[config.mk]
export PLATFORM = sky130hd
export DESIGN_NAME = imm_field_encoder_flat
export DESIGN_NICKNAME = d
export VERILOG_FILES = /design/src/rtl/imm_field_encoder_pkg.sv /design/src/rtl/imm_field_encoder_if.sv /design/src/rtl/imm_range_check.sv /design/src/rtl/imm_field_encoder.sv /design/src/flat_wrapper.sv
export SDC_FILE = /design/constraint.sdc
export NUM_CORES = 1
export LEC_CHECK = 0
export CAP_MARGIN = 20
export CORE_MARGIN = 2
export CORE_UTILIZATION = 45
export CTS_CLUSTER_DIAMETER = 60
export DETAILED_ROUTE_END_ITERATION = 10
export MAX_ROUTING_LAYER = met4
export PLACE_DENSITY = 0.75
export RECOVER_POWER = 100
export SLEW_MARGIN = 20
export SYNTH_ARGS = -nofsm -noshare
export SYNTH_HDL_FRONTEND = slang
export SYNTH_SLANG_ARGS = --single-unit
export TNS_END_PERCENT = 50
[constraint.sdc]
create_clock -name clk -period 2.5 [get_ports clk]
set_clock_uncertainty 0.05 [all_clocks]
set_input_delay 0.25 -clock clk [delete_from_list [all_inputs] [get_ports clk]]
set_output_delay 0.25 -clock clk [all_outputs]
set_load 0.1 [all_outputs]
[src/rtl/imm_field_encoder_pkg.sv]
// Shared types and constants for the immediate-field encoder.
package imm_field_encoder_pkg;

    // FSM state encoding
    typedef enum logic [1:0] {
        IDLE  = 2'd0,
        CALC  = 2'd1,
        CHECK = 2'd2,
        DONE  = 2'd3
    } encState_t;

    // Field-width select as carried on in_sel24
    typedef enum logic {
        SEL14 = 1'b0,
        SEL24 = 1'b1
    } fieldSel_t;

    localparam int IMM14_W = 14;
    localparam int IMM24_W = 24;

    // Saturation limits, already laid out as they appear in the 24-bit output field
    localparam logic [23:0] IMM14_MAX = 24'h001FFF;
    localparam logic [23:0] IMM14_MIN = 24'h002000;
    localparam logic [23:0] IMM24_MAX = 24'h7FFFFF;
    localparam logic [23:0] IMM24_MIN = 24'h800000;

endpackage

[src/rtl/imm_field_encoder_if.sv]
// Request/result handshake bundle for the immediate-field encoder.
interface imm_field_encoder_if;
    logic        in_valid;
    logic        in_ready;
    logic [31:0] in_target;
    logic [31:0] in_base;
    logic        in_sel24;
    logic        out_valid;
    logic        out_ready;
    logic [23:0] out_field;
    logic        out_ovf;
    logic        out_misalign;

    modport master (
        output in_valid, in_target, in_base, in_sel24, out_ready,
        input  in_ready, out_valid, out_field, out_ovf, out_misalign
    );

    modport slave (
        input  in_valid, in_target, in_base, in_sel24, out_ready,
        output in_ready, out_valid, out_field, out_ovf, out_misalign
    );
endinterface

[src/rtl/imm_range_check.sv]
// Range check of a shifted offset against the selected field width, producing
// the final field contents (truncated, or clamped when SATURATE is set).
module imm_range_check
    import imm_field_encoder_pkg::*;
#(
    parameter int SATURATE = 0
) (
    input  logic [31:0] val,
    input  logic        sel24,
    output logic        fits,
    output logic [23:0] sat_field
);

    logic fits14;
    logic fits24;

    // A value fits when every bit from the field's sign bit upward agrees.
    always_comb begin
        fits14 = (&val[31:IMM14_W-1]) | ~(|val[31:IMM14_W-1]);
        fits24 = (&val[31:IMM24_W-1]) | ~(|val[31:IMM24_W-1]);
        fits   = sel24 ? fits24 : fits14;

        if (sel24) begin
            sat_field = val[IMM24_W-1:0];
        end else begin
            sat_field = {{(IMM24_W-IMM14_W){1'b0}}, val[IMM14_W-1:0]};
        end

        if (!fits && (SATURATE != 0)) begin
            if (sel24) begin
                sat_field = val[31] ? IMM24_MIN : IMM24_MAX;
            end else begin
                sat_field = val[31] ? IMM14_MIN : IMM14_MAX;
            end
        end
    end

endmodule

[src/rtl/imm_field_encoder.sv]
// Narrows (target - base) >>> SHIFT into a 14- or 24-bit immediate field,
// flagging overflow and misalignment, and counts overflowed results.
//
//  state | meaning
//  ------+---------------------------------------------------------
//  IDLE  | in_ready=1, waiting for a request
//  CALC  | difference, arithmetic shift and misalignment computed
//  CHECK | range check, field formed, outputs registered
//  DONE  | out_valid=1, outputs held until out_ready
module imm_field_encoder
    import imm_field_encoder_pkg::*;
#(
    parameter int SHIFT    = 2,
    parameter int SATURATE = 0,
    parameter int CNT_W    = 8
) (
    input  logic              clk,
    input  logic              reset,
    imm_field_encoder_if.slave bus,
    output logic [CNT_W-1:0]  ovf_count
);

    encState_t   state;
    logic [31:0] targetReg;
    logic [31:0] baseReg;
    fieldSel_t   selReg;
    logic [31:0] valReg;
    logic        misReg;

    logic        inReady;
    logic        outValid;
    logic [23:0] outField;
    logic        outOvf;
    logic        outMis;
    logic [CNT_W-1:0] ovfCnt;

    logic [31:0] diff;
    logic [31:0] diffShifted;
    logic [31:0] lowMask;
    logic        diffMis;
    logic        fits;
    logic [23:0] fieldNext;

    // Offset arithmetic; the mask form keeps SHIFT=0 legal (misalign is then 0).
    always_comb begin
        diff        = targetReg - baseReg;
        diffShifted = $signed(diff) >>> SHIFT;
        lowMask     = (32'd1 << SHIFT) - 32'd1;
        diffMis     = |(diff & lowMask);
    end

    imm_range_check #(.SATURATE(SATURATE)) rangeCheck (
        .val       (valReg),
        .sel24     (selReg == SEL24),
        .fits      (fits),
        .sat_field (fieldNext)
    );

    // Sequencer, datapath registers, registered outputs and overflow counter.
    always_ff @(posedge clk) begin
        if (reset) begin
            state     <= IDLE;
            targetReg <= '0;
            baseReg   <= '0;
            selReg    <= SEL14;
            valReg    <= '0;
            misReg    <= 1'b0;
            inReady   <= 1'b1;
            outValid  <= 1'b0;
            outField  <= '0;
            outOvf    <= 1'b0;
            outMis    <= 1'b0;
            ovfCnt    <= '0;
        end else begin
            case (state)
                IDLE: begin
                    if (bus.in_valid && inReady) begin
                        targetReg <= bus.in_target;
                        baseReg   <= bus.in_base;
                        selReg    <= fieldSel_t'(bus.in_sel24);
                        inReady   <= 1'b0;
                        state     <= CALC;
                    end
                end
                CALC: begin
                    valReg <= diffShifted;
                    misReg <= diffMis;
                    state  <= CHECK;
                end
                CHECK: begin
                    outField <= fieldNext;
                    outOvf   <= ~fits;
                    outMis   <= misReg;
                    outValid <= 1'b1;
                    state    <= DONE;
                end
                DONE: begin
                    if (bus.out_ready) begin
                        if (outOvf && !(&ovfCnt)) begin
                            ovfCnt <= ovfCnt + CNT_W'(1);
                        end
                        outValid <= 1'b0;
                        inReady  <= 1'b1;
                        state    <= IDLE;
                    end
                end
                default: begin
                    inReady  <= 1'b1;
                    outValid <= 1'b0;
                    state    <= IDLE;
                end
            endcase
        end
    end

    assign bus.in_ready     = inReady;
    assign bus.out_valid    = outValid;
    assign bus.out_field    = outField;
    assign bus.out_ovf      = outOvf;
    assign bus.out_misalign = outMis;
    assign ovf_count        = ovfCnt;

endmodule

[src/flat_wrapper.sv]
// flat-port wrapper written by rule: the top's interface ports become plain ports
module imm_field_encoder_flat import imm_field_encoder_pkg::*;
#(
    parameter int SHIFT    = 2,
    parameter int SATURATE = 0,
    parameter int CNT_W    = 8
)
  (clk, reset, ovf_count, bus_in_valid, bus_in_target, bus_in_base, bus_in_sel24, bus_out_ready, bus_in_ready, bus_out_valid, bus_out_field, bus_out_ovf, bus_out_misalign);
  imm_field_encoder_if bus_i ();
  input  logic clk;
  input  logic reset;
  output logic [CNT_W-1:0] ovf_count;
  input wire logic [$bits(bus_i.in_valid)-1:0] bus_in_valid;
  input wire logic [$bits(bus_i.in_target)-1:0] bus_in_target;
  input wire logic [$bits(bus_i.in_base)-1:0] bus_in_base;
  input wire logic [$bits(bus_i.in_sel24)-1:0] bus_in_sel24;
  input wire logic [$bits(bus_i.out_ready)-1:0] bus_out_ready;
  output wire logic [$bits(bus_i.in_ready)-1:0] bus_in_ready;
  output wire logic [$bits(bus_i.out_valid)-1:0] bus_out_valid;
  output wire logic [$bits(bus_i.out_field)-1:0] bus_out_field;
  output wire logic [$bits(bus_i.out_ovf)-1:0] bus_out_ovf;
  output wire logic [$bits(bus_i.out_misalign)-1:0] bus_out_misalign;
  assign bus_i.in_valid = bus_in_valid;
  assign bus_i.in_target = bus_in_target;
  assign bus_i.in_base = bus_in_base;
  assign bus_i.in_sel24 = bus_in_sel24;
  assign bus_i.out_ready = bus_out_ready;
  assign bus_in_ready = bus_i.in_ready;
  assign bus_out_valid = bus_i.out_valid;
  assign bus_out_field = bus_i.out_field;
  assign bus_out_ovf = bus_i.out_ovf;
  assign bus_out_misalign = bus_i.out_misalign;
  imm_field_encoder #(.SHIFT(SHIFT), .SATURATE(SATURATE), .CNT_W(CNT_W)) u_core (.clk(clk), .reset(reset), .bus(bus_i), .ovf_count(ovf_count));
endmodule
==> results_dict.tcl <==
set metrics [dict create \
    gp_congestion 0.896 \
    critical_path_class "register to register" \
    gr-usage-all-layers_pct 21.9 \
    avgSynthCellArea_um2 7.85 \
    ff_latch_area_um2 2690 \
    worst_ep_arrival_time_ps 2800 \
    route.detailed.drc 0 \
    hold_violations 0 \
    wl_per_cell_um 14.7 \
    clockBufferDepth 2 \
    finalCriticalPeriod_ps 2480 \
    worst_pin_slew_ps 1400 \
    synth_top_cell_by_area "dfxtp_1" \
    fin_util_pct 58.2 \
    clkTransAtPathRegs_ps 60 \
    synth_top_area_share_pct 39.6 \
    overflow 0 \
    synthFlopType "dfxtp_1" \
    rrSetupSlack_ps 20 \
    cp.required_ps 2820 \
    p_sw_share_pct 40.6 \
    portBuffers 104 \
    critPathMaxFanout 4 \
    timing.rr.end "u_core.valReg[22]" \
    synthesis.area_um2 6780 \
    fillers 1330 \
    antenna_found_initial 0 \
    max_freq_ghz 0.403 \
    vias_per_cell 5.37 \
    syn2layout_area_growth_pct 25.8 \
    r2r-start "u_core.targetReg[0]" \
    async_reset_ff_share_pct 0 \
    endpoint "u_core.valReg[22]" \
    die_x_um 127 \
    startpoint_type "register" \
    cts_root_buffer "clkbuf_16" \
    yosysUniqueCellTypes 59 \
    clock_latency_ps 430 \
    outcome "finished, final reports clean" \
    ys_seq_elements 134 \
    synthCells 863 \
    hold_path.class "input pin to register" \
    ios 105 \
    fp-row-count 44 \
    pwr-share-seq_pct 26.8 \
    routed_wl_um 17000 \
    crit_start "u_core.targetReg[0]" \
    cts_tree "done" \
    power.leakage_nw 3.29 \
    syn_nets 969 \
    yosys_warnings 0 \
    cts_buffers 17 \
    n_antenna_cell 0 \
    p_clk_share_pct 24.6 \
    vias 6243 \
    power_density_nw_per_um2 1260 \
    end_kind "register" \
    dr.pass1.iters 5 \
    ys_seq_area_share_pct 39.6 \
    grt_max_degree 72 \
    slew_headroom_pct 6.89 \
    synthTopCellsByArea "dfxtp_1 (40%), nand2_1 (9.7%), a21oi_1 (8.9%), ha_1 (6.6%), mux2i_1 (3.5%)" \
    setup_viol_count_final 0 \
    dp_hpwl_um 12200 \
    ff2ff_path_depth 10 \
    die_y_um 127 \
    max_cap_violations 0 \
    yosysMostFrequentCell "nand2_1" \
    fin_cells 1162 \
    hold_ws_ps 315 \
    grt_pass1_wl_um 27600 \
    drv_slew 0 \
    combPwrFrac_pct 48.6 \
    drt-initial-drc-count 399 \
    initial_core_util_pct 46.3 \
    synth_common_cells "nand2_1 (176), dfxtp_1 (134), a21oi_1 (121), nor2_1 (52), inv_1 (48)" \
    dp_slack_ps -49.7 \
    p_switching_w 0.00436 \
    fin_crit_sh_pct 99.2 \
    placed_cells 1128 \
    fin_ws_ps 20.1 \
    multi_input_area_um2 3760 \
    grt_pass1_vias 5741 \
    drive_gt1_share_pct 8.38 \
    synth-edff-count 0 \
    nNetsFinal 1071 \
    ant_nets 0 \
    p_int_w 0.00638 \
    irDropWorstVdd_mv 0.690 \
    grt_setup_unrepaired "yes" \
    cts_sinks 134 \
    fp.dieArea_um2 16100 \
    core_area_um2 14600 \
    htreeDepth 4 \
    tns_ps 0 \
]
==> per-layer routing <==
layer	wire [um]	part of all wire, %	vias up	GRT usage, %
met5	0	0	-	-
met4	253	1.5	0	7.18
met3	821	4.8	23	5.02
met2	7520	44	183	33.3
met1	8440	50	2857	29.0
li1	-	-	3180	-
==> cells in the final DEF, fill, tap and decap left out, types with 24 or more instances in the layout <==
master,synthesis,routed
clkbuf_1,44,38
o21ai_0,23,24
nand2_1,176,176
mux2i_1,24,24
inv_1,48,47
ha_1,36,35
nand3_1,26,26
clkdlybuf4s50_1,0,67
nor2_1,52,52
dfxtp_1,134,132
buf_4,0,26
a21oi_1,121,120
==> worst max-delay path, stage by stage (launching register included) <==
cell,delay (ps)
dfxtp_2,330
inv_2,40
ha_4,150
fa_2,350
and2b_1,220
o2111ai_2,150
a21oi_2,200
o22ai_2,120
o311a_4,340
or4_1,400
nand3_1,70
==> stage by stage <==
step,cell area (um^2),total power (W)
6_report,8530,0.0107
5_1_grt,8530,0.0114
4_1_cts,8650,0.0107
3_5_place_dp,8000,0.00803
3_3_place_gp,8000,0.00793
2_1_floorplan,6790,0.00662
==> worst min path at each step <==
stage                     cells after the start                  to  slack [ps]                from
after detailed placement                      2  u_core.baseReg[25]         400  u_core.baseReg[25]
after floorplan                               2  u_core.baseReg[10]         340     bus_in_base[10]
final                                         3  u_core.baseReg[20]         320     bus_in_base[20]
after CTS                                     3  u_core.baseReg[22]         310     bus_in_base[22]
after global routing                          3   u_core.baseReg[7]         320      bus_in_base[7]
after global placement                        2   u_core.valReg[11]         390   u_core.valReg[11]
==> final cells by class <==
| class | count | share of cell area, % |
|---|---|---|
| inverter | 48 | 2.11 |
| clock inverter | 13 | 2.08 |
| multi-input combinational | 630 | 44.2 |
| tap | 184 | 2.70 |
| sequential | 134 | 31.5 |
| timing repair buffer | 134 | 12.1 |
| clock buffer | 19 | 5.31 |
==> power groups by stage <==
stage / registers [W] / clock network [W] / logic [W]
floorplan: 0.00308 / 0 / 0.00354
global placement: 0.00290 / 0 / 0.00503
detailed placement: 0.00291 / 0 / 0.00512
CTS: 0.00287 / 0.00267 / 0.00518
global route: 0.00293 / 0.00277 / 0.00574
finish: 0.00288 / 0.00264 / 0.00522
==> registers in the layout, indices dropped and copies added (netlist names) <==
register                 cells
u_core.baseReg              32
u_core.bus.in_ready          1
u_core.bus.out_field        24
u_core.bus.out_misalign      1
u_core.bus.out_ovf           1
u_core.bus.out_valid         1
u_core.misReg                1
u_core.ovf_count             8
u_core.selReg                1
u_core.state                 2
u_core.targetReg            32
u_core.valReg               30
==> kinds of logic after synthesis <==
logic type / count (synthesis) / synth area share (%)
flip-flops: 134 / 39.6
multiplexers: 24 / 3.55
AO/OA/AOI/OAI: 220 / 20.2
AND/OR/NAND/NOR: 324 / 21.0
adder cells (fa/ha/maj): 37 / 6.94
XOR/XNOR: 25 / 3.23
buffers and inverters: 99 / 5.48
==> timing repair <==
item | CTS | global route
hold buffers | 1 | 0
resized for setup | 1 | 8
pin swaps | 4 | 2
endpoints found under the setup margin | 6 | 12
buffers inserted | 1 | 0
hold endpoints to repair | 1 | 0
No activity file was read; power rests on OpenSTA's default activity.
